### config.mk
export PLATFORM = sky130hd
export DESIGN_NAME = writeback_stage_flat
export DESIGN_NICKNAME = d
export VERILOG_FILES = /design/src/rtl/writeback_stage_pkg.sv /design/src/rtl/writeback_stage_if.sv /design/src/rtl/writeback_stage_load_extender.sv /design/src/rtl/writeback_stage.sv /design/src/flat_wrapper.sv
export SDC_FILE = /design/constraint.sdc
export NUM_CORES = 1
export LEC_CHECK = 0
export CORE_ASPECT_RATIO = 0.7
export CORE_MARGIN = 4
export CORE_UTILIZATION = 55
export CTS_CLUSTER_SIZE = 12
export DETAILED_ROUTE_END_ITERATION = 10
export DONT_BUFFER_PORTS = 1
export PLACE_DENSITY = 0.75
export REMOVE_ABC_BUFFERS = 1
export SYNTH_ARGS = -nofsm -noshare
export SYNTH_HDL_FRONTEND = slang
export SYNTH_SLANG_ARGS = --single-unit
### constraint.sdc
create_clock -name clk -period 2.4 [get_ports clk]
set_input_delay 0.24 -clock clk [delete_from_list [all_inputs] [get_ports clk]]
set_output_delay 0.24 -clock clk [all_outputs]
set_load 0.01 [all_outputs]
### src/rtl/writeback_stage_pkg.sv
// Shared types for the MEM/WB stage: result-select and load-size encodings,
// plus the byte-offset alignment mask used to detect misaligned loads.
package writeback_stage_pkg;

   localparam int XLEN_DEFAULT = 32;

   typedef enum logic [1:0] {
      RESULT_ALU = 2'd0,
      RESULT_MEM = 2'd1,
      RESULT_PC  = 2'd2,
      RESULT_IMM = 2'd3
   } result_sel_e;

   typedef enum logic [1:0] {
      LS_B = 2'd0,
      LS_H = 2'd1,
      LS_W = 2'd2,
      LS_D = 2'd3
   } load_size_e;

   // Offset bits that must be zero for a naturally aligned access of this size.
   function automatic logic [2:0] size_mask(load_size_e size);
      logic [2:0] mask;
      case (size)
         LS_B:    mask = 3'b000;
         LS_H:    mask = 3'b001;
         LS_W:    mask = 3'b011;
         default: mask = 3'b111;
      endcase
      return mask;
   endfunction

endpackage

### src/rtl/writeback_stage_if.sv
// MEM-to-WB bundle: MEM-stage results and hazard controls in, registered
// write-back / bypass signals and the retire counter out.
interface writeback_stage_if
   import writeback_stage_pkg::*;
#(
   parameter int XLEN         = XLEN_DEFAULT,
   parameter int REG_ADDR_W   = 5,
   parameter int RETIRE_CNT_W = 32
);
   logic                    mem_valid;
   logic [XLEN-1:0]         mem_alu_result;
   logic [XLEN-1:0]         mem_read_data;
   logic [XLEN-1:0]         mem_pc4;
   logic [XLEN-1:0]         mem_imm;
   result_sel_e             mem_result_sel;
   load_size_e              mem_load_size;
   logic                    mem_load_unsigned;
   logic [REG_ADDR_W-1:0]   mem_a3;
   logic                    mem_regw;
   logic                    stall;
   logic                    flush;

   logic                    wb_valid;
   logic [XLEN-1:0]         wb_result;
   logic [REG_ADDR_W-1:0]   wb_a3;
   logic                    wb_regw;
   logic                    wb_misalign;
   logic [RETIRE_CNT_W-1:0] retired_count;

   modport master (
      output mem_valid, mem_alu_result, mem_read_data, mem_pc4, mem_imm,
             mem_result_sel, mem_load_size, mem_load_unsigned, mem_a3, mem_regw,
             stall, flush,
      input  wb_valid, wb_result, wb_a3, wb_regw, wb_misalign, retired_count
   );

   modport slave (
      input  mem_valid, mem_alu_result, mem_read_data, mem_pc4, mem_imm,
             mem_result_sel, mem_load_size, mem_load_unsigned, mem_a3, mem_regw,
             stall, flush,
      output wb_valid, wb_result, wb_a3, wb_regw, wb_misalign, retired_count
   );
endinterface

### src/rtl/writeback_stage_load_extender.sv
// Combinational load extractor: picks the addressed byte/half/word out of the
// aligned memory word, sign- or zero-extends it, and flags misalignment.
module writeback_stage_load_extender
   import writeback_stage_pkg::*;
#(
   parameter int XLEN  = XLEN_DEFAULT,
   parameter int OFF_W = $clog2(XLEN / 8)
) (
   input  logic [XLEN-1:0]  raw_i,
   input  logic [OFF_W-1:0] offset_i,
   input  load_size_e       size_i,
   input  logic             unsigned_i,
   output logic [XLEN-1:0]  data_o,
   output logic             misalign_o
);

   load_size_e      effSize;
   logic [XLEN-1:0] shifted;
   logic [XLEN-1:0] lowMask;
   logic            signBit;

   // Doubleword loads do not exist on a 32-bit datapath and fall back to word.
   always_comb begin
      effSize = size_i;
      if (XLEN == 32 && size_i == LS_D) begin
         effSize = LS_W;
      end
      shifted = raw_i >> {offset_i, 3'b000};
      lowMask = '1;
      signBit = 1'b0;
      case (effSize)
         LS_B: begin
            lowMask = XLEN'(8'hFF);
            signBit = shifted[7];
         end
         LS_H: begin
            lowMask = XLEN'(16'hFFFF);
            signBit = shifted[15];
         end
         LS_W: begin
            lowMask = XLEN'(32'hFFFF_FFFF);
            signBit = shifted[31];
         end
         default: begin
            lowMask = '1;
            signBit = 1'b0;
         end
      endcase
      data_o     = (shifted & lowMask) | ((signBit && !unsigned_i) ? ~lowMask : '0);
      misalign_o = (offset_i & OFF_W'(size_mask(effSize))) != '0;
   end

endmodule

### src/rtl/writeback_stage.sv
// MEM/WB pipeline register with result selection, load extension, misalign
// detection and a retired-instruction counter; every output is registered.
module writeback_stage
   import writeback_stage_pkg::*;
#(
   parameter int XLEN         = XLEN_DEFAULT,
   parameter int REG_ADDR_W   = 5,
   parameter int RETIRE_CNT_W = 32
) (
   input logic              clk,
   input logic              rst,
   writeback_stage_if.slave bus
);

   localparam int OFF_W = $clog2(XLEN / 8);

   logic [XLEN-1:0]         loadData;
   logic                    loadMisalign;
   logic [XLEN-1:0]         selResult;
   logic                    isMisalign;

   logic                    valid_q, valid_d;
   logic [XLEN-1:0]         result_q, result_d;
   logic [REG_ADDR_W-1:0]   a3_q, a3_d;
   logic                    regw_q, regw_d;
   logic                    misalign_q, misalign_d;
   logic [RETIRE_CNT_W-1:0] count_q, count_d;

   writeback_stage_load_extender #(
      .XLEN  (XLEN),
      .OFF_W (OFF_W)
   ) u_load_extender (
      .raw_i      (bus.mem_read_data),
      .offset_i   (bus.mem_alu_result[OFF_W-1:0]),
      .size_i     (bus.mem_load_size),
      .unsigned_i (bus.mem_load_unsigned),
      .data_o     (loadData),
      .misalign_o (loadMisalign)
   );

   // Flush beats stall beats capture; the counter retires whatever WB held
   // before this edge unless the stage is stalled.
   always_comb begin
      case (bus.mem_result_sel)
         RESULT_MEM: selResult = loadData;
         RESULT_PC:  selResult = bus.mem_pc4;
         RESULT_IMM: selResult = bus.mem_imm;
         default:    selResult = bus.mem_alu_result;
      endcase
      isMisalign = bus.mem_valid && (bus.mem_result_sel == RESULT_MEM) && loadMisalign;

      valid_d    = valid_q;
      result_d   = result_q;
      a3_d       = a3_q;
      regw_d     = regw_q;
      misalign_d = misalign_q;
      if (bus.flush) begin
         valid_d    = 1'b0;
         result_d   = '0;
         a3_d       = '0;
         regw_d     = 1'b0;
         misalign_d = 1'b0;
      end else if (!bus.stall) begin
         valid_d    = bus.mem_valid;
         result_d   = isMisalign ? '0 : selResult;
         a3_d       = bus.mem_a3;
         regw_d     = bus.mem_valid && bus.mem_regw && (bus.mem_a3 != '0) && !isMisalign;
         misalign_d = isMisalign;
      end

      count_d = count_q;
      if (valid_q && !bus.stall) begin
         count_d = count_q + RETIRE_CNT_W'(1);
      end
   end

   always_ff @(posedge clk) begin
      if (rst) begin
         valid_q    <= 1'b0;
         result_q   <= '0;
         a3_q       <= '0;
         regw_q     <= 1'b0;
         misalign_q <= 1'b0;
         count_q    <= '0;
      end else begin
         valid_q    <= valid_d;
         result_q   <= result_d;
         a3_q       <= a3_d;
         regw_q     <= regw_d;
         misalign_q <= misalign_d;
         count_q    <= count_d;
      end
   end

   assign bus.wb_valid      = valid_q;
   assign bus.wb_result     = result_q;
   assign bus.wb_a3         = a3_q;
   assign bus.wb_regw       = regw_q;
   assign bus.wb_misalign   = misalign_q;
   assign bus.retired_count = count_q;

endmodule
### src/flat_wrapper.sv
// flat-port wrapper written by rule: the top's interface ports become plain ports
module writeback_stage_flat import writeback_stage_pkg::*;
#(
   parameter int XLEN         = XLEN_DEFAULT,
   parameter int REG_ADDR_W   = 5,
   parameter int RETIRE_CNT_W = 32
)
  (clk, rst, bus_mem_valid, bus_mem_alu_result, bus_mem_read_data, bus_mem_pc4, bus_mem_imm, bus_mem_result_sel, bus_mem_load_size, bus_mem_load_unsigned, bus_mem_a3, bus_mem_regw, bus_stall, bus_flush, bus_wb_valid, bus_wb_result, bus_wb_a3, bus_wb_regw, bus_wb_misalign, bus_retired_count);
  writeback_stage_if #(.XLEN(XLEN), .REG_ADDR_W(REG_ADDR_W), .RETIRE_CNT_W(RETIRE_CNT_W)) bus_i ();
  input logic clk;
  input logic rst;
  input wire logic [$bits(bus_i.mem_valid)-1:0] bus_mem_valid;
  input wire logic [$bits(bus_i.mem_alu_result)-1:0] bus_mem_alu_result;
  input wire logic [$bits(bus_i.mem_read_data)-1:0] bus_mem_read_data;
  input wire logic [$bits(bus_i.mem_pc4)-1:0] bus_mem_pc4;
  input wire logic [$bits(bus_i.mem_imm)-1:0] bus_mem_imm;
  input wire logic [$bits(bus_i.mem_result_sel)-1:0] bus_mem_result_sel;
  input wire logic [$bits(bus_i.mem_load_size)-1:0] bus_mem_load_size;
  input wire logic [$bits(bus_i.mem_load_unsigned)-1:0] bus_mem_load_unsigned;
  input wire logic [$bits(bus_i.mem_a3)-1:0] bus_mem_a3;
  input wire logic [$bits(bus_i.mem_regw)-1:0] bus_mem_regw;
  input wire logic [$bits(bus_i.stall)-1:0] bus_stall;
  input wire logic [$bits(bus_i.flush)-1:0] bus_flush;
  output wire logic [$bits(bus_i.wb_valid)-1:0] bus_wb_valid;
  output wire logic [$bits(bus_i.wb_result)-1:0] bus_wb_result;
  output wire logic [$bits(bus_i.wb_a3)-1:0] bus_wb_a3;
  output wire logic [$bits(bus_i.wb_regw)-1:0] bus_wb_regw;
  output wire logic [$bits(bus_i.wb_misalign)-1:0] bus_wb_misalign;
  output wire logic [$bits(bus_i.retired_count)-1:0] bus_retired_count;
  assign bus_i.mem_valid = bus_mem_valid;
  assign bus_i.mem_alu_result = bus_mem_alu_result;
  assign bus_i.mem_read_data = bus_mem_read_data;
  assign bus_i.mem_pc4 = bus_mem_pc4;
  assign bus_i.mem_imm = bus_mem_imm;
  assign bus_i.mem_result_sel = bus_mem_result_sel;
  assign bus_i.mem_load_size = bus_mem_load_size;
  assign bus_i.mem_load_unsigned = bus_mem_load_unsigned;
  assign bus_i.mem_a3 = bus_mem_a3;
  assign bus_i.mem_regw = bus_mem_regw;
  assign bus_i.stall = bus_stall;
  assign bus_i.flush = bus_flush;
  assign bus_wb_valid = bus_i.wb_valid;
  assign bus_wb_result = bus_i.wb_result;
  assign bus_wb_a3 = bus_i.wb_a3;
  assign bus_wb_regw = bus_i.wb_regw;
  assign bus_wb_misalign = bus_i.wb_misalign;
  assign bus_retired_count = bus_i.retired_count;
  writeback_stage #(.XLEN(XLEN), .REG_ADDR_W(REG_ADDR_W), .RETIRE_CNT_W(RETIRE_CNT_W)) u_core (.clk(clk), .rst(rst), .bus(bus_i));
endmodule
# Word-level counts from Yosys, hierarchy flattened
# Cells that the tools add are included.
# classes
n_addsub,1
n_eq_ne,6
shifts,1
mux,7
bitwise,4
reduce_logical,14
# op_table
op,count
32-bit case mux with 3 select lines,1
32-bit 2-to-1 mux,2
32-bit case mux with 2 select lines,1
32-bit by 1-bit adder with 32-bit output (second input constant),1
32-bit AND,1
32-bit NOT,1
32-bit OR,1
32-bit by 5-bit right shift with 32-bit output,1
2-bit equality test (second input constant),4
1-bit logical AND,7
2-bit case mux with 3 select lines,1
5-bit nonzero test,1
2-bit by 1-bit equality test with 1-bit output (second input constant),2
1-bit zero test,3
1-bit case mux with 3 select lines,1
2-bit AND,1
2-bit zero test,1
2-bit 2-to-1 mux,1
2-bit nonzero test,1
2-bit OR reduction,1
# word_totals
ff_bits,72
input_bits,144
output_inout_bits,72
elab_cells,39

# Depth between registers and ports, before layout
# Gate-level depths: netlist of run 1.
# depth
ltp_word,9
depth_mapped,8
depth_no_buf,6

# Modules after synthesis
# A second synthesis of run 1 with hierarchy kept.
# hier_totals
cells_unflattened,477
hier_area_um2,4521.8
# modules_own_cells
module,n_inst,cells_each,area_each_um2,seq_area_each_um2
writeback_stage,1,355,3632.2,1441.4
writeback_stage_load_extender,1,122,889.6,0.0

# Worst setup path after synthesis of run 1
# No wires, ideal clock.
# synth_path
path_type,flip-flop to flip-flop
startpoint,reg u_core.count_q[0] (netlist: u_core.bus.retired_count[0])
endpoint,reg u_core.count_q[31] (netlist: u_core.bus.retired_count[31])
setup_time_ps,71
arrival_ps,1931
required_time_ps,2329
path_slack_ps,399
path_stages_with_launch,7
n_path_buf,1
cell_sequence,dfxtp_1 nand4_1 or3_1 buf_2 or3_4 or4_1 a21oi_1
# synth_via
elab_chain_cells,1
# synth_lines
element,line_no,rtl
start: declaration,writeback_stage.sv:27,"logic [RETIRE_CNT_W-1:0] count_q, count_d;"
start signal: assignment,writeback_stage.sv:91,count_q <= count_d;
32-bit by 1-bit adder with 32-bit output,writeback_stage.sv:73,count_d = count_q + RETIRE_CNT_W'(1);
# No other way between the ends.
# A chain may end at the register's enable or synchronous reset.

# Worst setup path after layout of run 1
# Same ends and word-level chain as after synthesis.

==> flow_summary_export.csv, run 1 <==
group,metric,value,unit
timing,finalWorstSetupSlack,135.0,ps
cells_and_area,post_layout_nonfiller_instances,618,
outcome,outcome,"completed",
synthesis,synth_ff_type,"dfxtp_1",
placed_design,gp_congestion,0.9129,
synthesis,yosysMostFrequentCell,"nor2_1",
timing,finClkSkew,3.126,ps
detailed_routing,wl_per_cell,21.78,um
setup_path,cp_max_fo,6,
synthesis,synth_edf_count,0,
pwr,power.total,2.844,mW
detailed_routing,vias,4000,
cells_and_area,synthToLayoutAreaGrowth,8.266,%
detailed_routing,totalWireLength,13460,um
pwr,pwr-share-seq,44.2,%
synthesis,ys_top_cells_by_area,"dfxtp_1 33%, mux2i_1 15%, nor2_1 6.3%",
synthesis,synth_top_area_share,33.29,%
global_routing,gr-total-overflow,0,
timing,setup_tns,0,ps
timing,finalCritPeriodShare,94.37,%
synthesis,synth_common_cells,"73 x nor2_1, 72 x dfxtp_1, 66 x mux2i_1, 45 x a21oi_1, 30 x nand2_1",
floorplan,die-area,0.009378,sq mm
placed_design,numPortBuffers,0,
pwr,p_int,2.159,mW
timing,worst_slew_pin_slew,1206,ps
global_routing,antenna_found_initial,0,
clock_network,holdBufCountCts,1,
timing,setup_viol,0,
timing,max_freq,441.5,MHz
detailed_routing,drt-pass1-iter-count,6,
synthesis,synth.yosys.warnings,0,
detailed_routing,vias_per_cell,6.472,
global_routing,grt_pass1_wl,20370,um
floorplan,std_cell_rows,26,
setup_path,critPathBufInv,0,
cells_and_area,drive_above_1_share,6.538,%
pwr,powerDensity,606.7,mW/mm^2
cells_and_area,antenna_cells,0,
clock_network,cts_tree,"done",
cells_and_area,final_area,0.004687,sq mm
flow_run,maxCapViolCount,0,
clock_network,postCtsSetupRepairBufs,0,
synthesis,synth_top_cell_by_area,"dfxtp_1",
pwr,clkPwrFrac,46.3,%
pwr,p_comb_share,9.5,%
synthesis,yosysSeqAreaShare,33.29,%
pwr,p_sw_share,24.07,%
synthesis,async_flop_share,0,%
synthesis,yosys_register_bits,72,
cells_and_area,seqCellArea,0.001441,sq mm
pwr,p_leak,1.807,nW
placed_design,hpwl,10230,um
clock_network,clock_latency,320,ps
setup_path,cp_top_family,"simple AND/OR/NAND/NOR gates",
floorplan,start_util,57.86,%
timing,rsz0062_at_grt,"false",
global_routing,grt_max_degree,66,
floorplan,dieWidth,114.0,um
global_routing,grt_usage,27.87,%
setup_path,worstPathRequired,2640,ps
setup_path,arrival,2500,ps
synthesis,avgSynthCellArea,8.168,sq um
global_routing,grt_pass1_vias,3739,
synthesis,synth_cell_types,47,
setup_path,crit_type,"reg -> reg",
cells_and_area,nNetsFinal,660,
cells_and_area,num-fill-cells,656,
timing,period_minus_slack,2265,ps
timing,slew_headroom,19.33,%
placed_design,place_area,0.004382,sq mm
setup_path,rrSetupSlack,140,ps
synthesis,synthesis.instances,530,
timing,slew_viol_final,0,
detailed_routing,drc,0,
worst_hold_path,hold_path.class,"in -> reg",
synthesis,netlist_area,0.004329,sq mm
setup_path,critPathLaunchType,"flop",
clock_network,cts_buffer_depth,2,
floorplan,dieHeight,82.23,um
cells_and_area,final_util,62.64,%
pwr,switchingPower,0.6844,mW
setup_path,crit_chain,"nand4_1 > or3_1 > or3_4 > or4_1 > a21oi_1",
clock_network,cts_resized,0,
setup_path,max_stage_delay,510,ps
clock_network,cts.sink_count,72,
clock_network,htreeDepth,3,
cells_and_area,multi_input_area,0.002686,sq mm
placed_design,dp_cells,601,
placed_design,dp_slack,201.2,ps
setup_path,critPathSlowestCell,"or3_1",
floorplan,io_pins,216,
setup_path,cp-end-kind,"flop",
timing,hold_ws,61.22,ps
clock_network,cts_buffers,9,
detailed_routing,drt_iter0_drc,396,
clock_network,root_buffer,"clkbuf_16",
timing,hold_violations,0,
pwr,vdd_ir_drop_max,0.3841,mV
floorplan,coreArea,0.007482,sq mm
detailed_routing,ant_nets,0,
clock_network,clkTransAtPathRegs,60,ps
## worst register-to-register path: stages, from the launching register on
cell and delay [ps]:
dfxtp_1 470, nand4_1 200, or3_1 520, or3_4 430, or4_1 420, a21oi_1 150
## final timing paths
path	from	cells past startpoint	end
hold reg to reg	u_core.bus.wb_result[5]$_SDFFE_PP0N_	1	u_core.bus.wb_result[5]$_SDFFE_PP0N_
hold / removal	bus_mem_read_data[26]	1	u_core.bus.wb_result[26]$_SDFFE_PP0N_
setup / recovery	u_core.bus.retired_count[0]$_SDFFE_PP0P_	5	u_core.bus.retired_count[31]$_SDFFE_PP0P_
setup reg to reg	u_core.bus.retired_count[0]$_SDFFE_PP0P_	5	u_core.bus.retired_count[31]$_SDFFE_PP0P_
## sequential cells by signal, summed over array words and instances, names as in the netlist
signal and cells:
u_core.bus.wb_a3 5, u_core.bus.wb_valid 1, u_core.bus.wb_regw 1, u_core.bus.wb_result 32, u_core.bus.retired_count 32, u_core.bus.wb_misalign 1
## layout make-up
| type | instances | area share, % |
|---|---|---|
| Tap cell | 98 | 2.616 |
| Multi-Input combinational cell | 407 | 57.31 |
| Clock buffer | 9 | 4.805 |
| Timing Repair Buffer | 12 | 1.975 |
| Clock inverter | 7 | 1.495 |
| Sequential cell | 72 | 30.75 |
| Inverter | 13 | 1.041 |
## routing by layer
metal | track usage [%] | up-vias | routed length, um
li1 | - | 1906 | -
met1 | 36.76 | 1877 | 5820
met2 | 44.28 | 199 | 6017
met3 | 9.905 | 18 | 1401
met4 | 6.168 | 0 | 223
met5 | 0 | - | 0
## cells in the final DEF (no fill, tap or decap), types with 9 or more instances in the layout
cell,count
nor2_1,73
dfxtp_1,72
mux2i_1,66
a21oi_1,45
nand2_1,30
o21ai_0,22
a211oi_1,21
xnor2_1,19
inv_1,13
nor3_1,13
nor2b_1,11
buf_4,11
clkbuf_16,9
## cells by family (layout without fill, tap and decap cells)
group                      Yosys count  count (layout)  synth area share (%)
buffers and inverters               51              41                 4.653
and+or+nand+nor                    184             184                 20.69
adders and majority gates            1               1                0.2890
AOI/OAI and AO/OA                  127             127                 19.31
xor gates and xnor gates            27              27                 5.463
muxes                               68              68                 16.30
DFF                                 72              72                 33.29
## power by group through the flow
stage / logic [mW] / clock network [mW] / registers [mW]
final: 0.271 / 1.32 / 1.26
after global routing: 0.304 / 1.39 / 1.26
after CTS: 0.269 / 1.34 / 1.26
after detailed placement: 0.259 / 0 / 1.28
after global placement: 0.252 / 0 / 1.28
after floorplan: 0.207 / 0 / 1.27
Note: power is estimated with default switching activity, not from simulation.
==> run 2: changes to the inputs <==
SKIP_LAST_GASP = 1   (was default)
==> results of run 2 <==
Final layout, timing and power as in run 1 (identical DEF).
